[config.mk]
export PLATFORM = sky130hd
export DESIGN_NAME = keccak_state_unloader
export DESIGN_NICKNAME = d
export VERILOG_FILES = /design/src/rtl/keccak_state_unloader.sv
export SDC_FILE = /design/constraint.sdc
export NUM_CORES = 2
export LEC_CHECK = 0
export CAP_MARGIN = 10
export CORE_ASPECT_RATIO = 2
export CORE_MARGIN = 2
export CORE_UTILIZATION = 45
export CTS_CLUSTER_DIAMETER = 200
export DETAILED_ROUTE_END_ITERATION = 8
export SLEW_MARGIN = 20
export SYNTH_ARGS = -nofsm -noshare
export SYNTH_HDL_FRONTEND = slang
export SYNTH_SLANG_ARGS = --single-unit
[constraint.sdc]
create_clock -name clk -period 140.7 [get_ports clk]
set_input_delay 14.07 -clock clk [delete_from_list [all_inputs] [get_ports clk]]
set_output_delay 14.07 -clock clk [all_outputs]
set_load 0.05 [all_outputs]
[src/rtl/keccak_state_unloader.sv]
// keccak_state_unloader: reads the 64 slices of the final Keccak state, transposes
// them into 25 lanes of 64 bits and hands the lanes out on a valid/ready port.
module keccak_state_unloader #(
    parameter int unsigned SLICEW = 25,
    parameter int unsigned LANEW  = 64,
    parameter int unsigned ADDRW  = 6,
    parameter int unsigned IDXW   = 5
) (
    input  logic              clk,
    input  logic              rst,
    input  logic              start,
    output logic              sliceRd,
    output logic [ADDRW-1:0]  sliceAddr,
    input  logic [SLICEW-1:0] sliceData,
    output logic              laneValid,
    input  logic              laneReady,
    output logic [LANEW-1:0]  laneData,
    output logic [IDXW-1:0]   laneIdx,
    output logic              busy,
    output logic              done
);

    // Read counter needs one extra bit so it can sit at LANEW once all reads are issued.
    localparam int unsigned CNTW = ADDRW + 1;

    typedef enum logic [1:0] {
        S_IDLE  = 2'd0,
        S_FILL  = 2'd1,
        S_DRAIN = 2'd2,
        S_DONE  = 2'd3
    } state_t;

    state_t            state_q, state_d;
    logic [CNTW-1:0]   rd_cnt_q, rd_cnt_d;
    logic [IDXW-1:0]   lane_idx_q, lane_idx_d;
    logic              cap_vld_q;
    logic [ADDRW-1:0]  cap_addr_q;
    logic [LANEW-1:0]  buf_q [SLICEW];

    logic              rd_pending;
    logic              last_capture;
    logic              lane_hs;
    logic              last_lane;

    assign rd_pending   = (rd_cnt_q < CNTW'(LANEW));
    assign last_capture = cap_vld_q && (cap_addr_q == ADDRW'(LANEW - 1));
    assign lane_hs      = (state_q == S_DRAIN) && laneReady;
    assign last_lane    = (lane_idx_q == IDXW'(SLICEW - 1));
    assign laneIdx      = lane_idx_q;

    // State register.
    always_ff @(posedge clk or posedge rst) begin
        if (rst) begin
            state_q <= S_IDLE;
        end else begin
            state_q <= state_d;
        end
    end

    // Next-state logic: fill until the last slice is captured, drain until lane 24 is taken.
    always_comb begin
        state_d = state_q;
        unique case (state_q)
            S_IDLE:  if (start)                state_d = S_FILL;
            S_FILL:  if (last_capture)         state_d = S_DRAIN;
            S_DRAIN: if (lane_hs && last_lane) state_d = S_DONE;
            S_DONE:                            state_d = S_IDLE;
            default:                           state_d = S_IDLE;
        endcase
    end

    // Output decode from registered state.
    always_comb begin
        sliceRd   = 1'b0;
        sliceAddr = '0;
        laneValid = 1'b0;
        laneData  = '0;
        busy      = 1'b0;
        done      = 1'b0;
        unique case (state_q)
            S_FILL: begin
                busy      = 1'b1;
                sliceRd   = rd_pending;
                sliceAddr = rd_pending ? rd_cnt_q[ADDRW-1:0] : '0;
            end
            S_DRAIN: begin
                busy      = 1'b1;
                laneValid = 1'b1;
                laneData  = buf_q[lane_idx_q];
            end
            S_DONE: begin
                done = 1'b1;
            end
            default: ;
        endcase
    end

    // Read counter and lane index next values.
    always_comb begin
        rd_cnt_d   = rd_cnt_q;
        lane_idx_d = lane_idx_q;
        if (state_q == S_IDLE && start) begin
            rd_cnt_d = '0;
        end else if (state_q == S_FILL && rd_pending) begin
            rd_cnt_d = rd_cnt_q + CNTW'(1);
        end
        if (state_q == S_FILL && last_capture) begin
            lane_idx_d = '0;
        end else if (lane_hs) begin
            lane_idx_d = last_lane ? '0 : lane_idx_q + IDXW'(1);
        end
    end

    // Counter registers and the delayed read strobe/address used to capture read data.
    always_ff @(posedge clk or posedge rst) begin
        if (rst) begin
            rd_cnt_q   <= '0;
            lane_idx_q <= '0;
            cap_vld_q  <= 1'b0;
            cap_addr_q <= '0;
        end else begin
            rd_cnt_q   <= rd_cnt_d;
            lane_idx_q <= lane_idx_d;
            cap_vld_q  <= sliceRd;
            cap_addr_q <= sliceAddr;
        end
    end

    // Transpose buffer: bit n of slice z lands in lane n, bit z.
    always_ff @(posedge clk or posedge rst) begin
        if (rst) begin
            for (int n = 0; n < SLICEW; n++) begin
                buf_q[n] <= '0;
            end
        end else if (cap_vld_q) begin
            for (int n = 0; n < SLICEW; n++) begin
                buf_q[n][cap_addr_q] <= sliceData[n];
            end
        end
    end

endmodule

==> summary by stage <==
Critical path
For the worst setup path, the data arrival time is 6.13 ns. In this design, the largest share of critical-path delay is due to buffers and inverters. The buffer and inverter count on the worst path is 4. The sort of element at the end of the critical path is an output port. The data required time of the worst path is 126.63 ns. Along the worst path, the maximum fanout reaches 62. The worst flop-to-flop path startpoint is cap_addr_q[0]$_DFF_PP0_. The type of the worst setup path is register to output port. The slowest stage of the critical path is the dfrtp_4 cell. The beginning of the critical path is laneIdx[0]$_DFFE_PP0P_. The critical path launch point type is a register. The most common cell type on the critical path is buf_4.

The delay of the slowest cell on the worst path is 1.01 ns. The critical path goes through buf_4, buf_4, buf_6, mux2i_1, a22oi_1, a32oi_1, nor3_1, clkdlybuf4s50_1.

CTS
Hold repair after CTS inserted 0 buffers. The insertion delay of the later-clocked pin in the worst-skew pair is 0.81 ns. The clock tree synthesis step divided the H-tree into 4 levels.

The number of gates resized after CTS is 0. TritonCTS built the clock tree. The maximum clock path buffer count is 4.

In this run, CTS created clock tree buffers numbering 156. The post-CTS setup buffer count is 0. Counting every sink on the clock net gives 1,621.

Clock-pin slew was measured on the worst setup and hold paths at 0.06 ns. The cell sitting at the root of the clock tree is a clkbuf_16.

Logic synthesis
The register bit total from synthesis is 1,621. The number of nets in the synthesized netlist is 4,957. The largest total area in the synthesized netlist belongs to dfrtp_1.

The synthesized netlist cell count is 4,921. Sequential cells were found to cover 55.3% of the synthesized design area. The number of different library cells used by synthesis comes to 49. The share of flip-flops with an asynchronous set or reset after synthesis is 100%. In the synthesized netlist the dominant register cell turns out to be dfrtp_1. The average size of a mapped cell is 14.9 um^2. After synthesis, the cell types taking the most area are dfrtp_1 55%, mux2_2 24%, mux4_2 7.9%. The synthesized cell area is 73,400 um^2. The total of warnings raised by yosys is 0. The number of flops mapped to enable cells by yosys is 0. The share of the synthesized area in the top cell type is 55.3%.

Floorplan
The effective utilization at floorplan is 45.3%. The area enclosed by the die boundary is 167,000 um^2. The floorplan step set the die width to 290 um. From bottom edge to top edge, the die measures 575 um. The total core area is 162,000 um^2. In this run the core area contains 209 standard-cell rows. The number of placed I/O pins is 108.

STA
Clock skew on the completed layout was measured at 0.0338 ns. Setup repair after global routing left no endpoint under its margin. The final max-slew violation count is 0. Static timing analysis puts the maximum clock frequency at 0.0495 GHz. The final hold violation count is 0.

The pin slew with the least headroom to its limit is 1.23 ns. The final critical-path required period is 20.20 ns. After routing, the total negative slack on setup checks comes to 0 ns. The total of endpoints with negative setup slack in the final report is 0. The headroom to the max-slew limit is 18.1%.

In the finished design, the share of the clock period the worst path needs comes to 14.4%.

Detailed routing
For this run, the detailed router's first-pass iteration total came to 5. Once detail routing completed, the nets flagged for antenna violations numbered 0. The final wirelength is 214 mm. The violation count after the first detailed-route iteration is 3,180.

The number of vias per cell after detailed routing is 6.12. The final routed wire length divided by cell count is 30.5 um. The routed layout has 43,000 vias. For this run, design rule violations remaining after detail routing come to 0.

Global routing
Entering global routing, the biggest net connects 161 pins. The via count of the first global-routing pass was 46,300. The first global-routing pass estimated 318 mm of wire.

The sum of overflow across all layers after global routing is 0. Across every metal layer, demand over resource in global routing totals 26.1%. The initial antenna violation count was 17.

Layout
The growth of design area from synthesis to finish is 10.2%. The final design utilization is 49.9%. The number of filler instances in the final layout is 13,900. At the end of the flow, the number of nets in the layout was 4,828. Of the cells placed in the final design, the portion with a size suffix greater than 1 is 46.7%.

Pwr
Dividing total power by cell area gives a power density of 16.9 nW/um^2. The switching part of the total power is 33.9%. The share of power burned in combinational logic is 30.5%. The clock network burns 30.9% of the power. VDD sags by at most 0.0170 mV. The power share of the sequential group is 38.6%. The analysis attributes to cell leakage a power of 35.4 nW. The power dissipated by switching net loads is 0.465 mW.

The internal power consumption is 0.906 mW.

Worst hold path
The startpoint identified for the worst hold timing path is rd_cnt_q[6]$_DFFE_PP0P_. The tightest min-delay check is of the register to register type.

Placed design
Detailed placement ended at an HPWL of 112 mm. Routability-driven placement finished with a final weighted congestion of 0.746. The number of I/O port buffers is 107.

Job
The total of max-cap violations is 0.

Status
The flow ran to the end, and the final reports show no timing, DRC or antenna violations.
-- registers in the layout, summed over array words and instances (netlist names) --
register,count
laneIdx,5
cap_addr_q,6
rd_cnt_q,7
buf_q,1600
state_q,2
cap_vld_q,1
-- power groups by stage --
stage	logic, mW	clock network, mW	registers, mW
6_report	0.418	0.424	0.529
5_1_grt	0.440	0.451	0.534
4_1_cts	0.423	0.432	0.529
3_5_place_dp	0.422	0	0.538
3_3_place_gp	0.420	0	0.536
2_1_floorplan	0.289	0	0.527
-- cell usage in the layout, fill, tap and decap left out, types with 69 or more instances in the layout --
cell	Yosys	final
mux4_2	256	256
mux2_2	1596	1596
mux2i_1	257	257
inv_1	70	69
o22ai_1	128	128
buf_4	26	117
clkbuf_16	0	162
dfrtp_1	1621	1618
a22oi_1	130	130
o21ai_0	71	71
clkdlybuf4s50_1	0	82
-- synth_stat cells, drive strengths merged (45+ instances only) --
cell type,count
o22ai,128
mux2i,257
inv,70
dfrtp,1621
buf,242
a32oi,64
nor3,70
clkbuf,253
mux4,256
mux2,1596
nand2,45
a22oi,130
o21ai,71
-- through the flow --
step / worst slack [ns] / std cells / cell area (um^2) / power [mW] / hold slack [ns]
after global placement: 120.40 / 6742 / 75800 / 0.956 / 0.480
after detailed placement: 120.30 / 6743 / 75800 / 0.960 / 0.487
after CTS: 120.03 / 7012 / 80900 / 1.38 / 0.502
after floorplan: 80.89 / 4921 / 73400 / 0.816 / 0.463
after global routing: 120.14 / 7014 / 80900 / 1.42 / 0.508
final: 120.50 / 7016 / 80900 / 1.37 / 0.499
-- worst paths after layout --
kind / to / slack, ns / cells past startpoint
max: laneData[28] / 120.50 / 8
min: rd_cnt_q[6]$_DFFE_PP0P_ / 0.50 / 2
max reg2reg: buf_q[1069]$_DFFE_PP0P_ / 136.99 / 4
min reg2reg: rd_cnt_q[6]$_DFFE_PP0P_ / 0.50 / 2
max in group asynchronous: buf_q[1178]$_DFFE_PP0P_ / 121.56 / 8
min in group asynchronous: buf_q[1198]$_DFFE_PP0P_ / 13.74 / 2
-- area by class of cell --
type	count	area, um^2	area share (%)
sequential	1621	40600	50.1
multi-input combinational	2735	30500	37.7
clock buffer	232	4660	5.75
tap	2110	2640	3.26
timing repair buffer	208	1860	2.29
clock inverter	37	372	0.459
inverter	70	270	0.334
antenna	3	7.51	0.00928
-- cells by family after synthesis --
family / share of synthesized area (%)
xor+xnor: 0.0597
compound gates: 3.76
simple gates: 1.62
mux: 35.8
buf+inv: 3.34
flops: 55.3
fa+ha+maj: 0.119
-- per-layer routing --
metal  track usage (%)  vias to the layer above  wire length [um]
met5                 0                        -                 0
met4              9.47                        0              8240
met3              2.89                      378              9700
met2              45.7                     1085            111000
met1              33.2                    23700             85100
li1                  -                    17800                 -
-- worst min-delay path, delay by kind of cell (launching register included) --
kind / cells / cell delay, ns
simple gates: 1 / 0.07
compound gates: 1 / 0.04
flops: 1 / 0.35
Power figures use the tool's default switching activity.
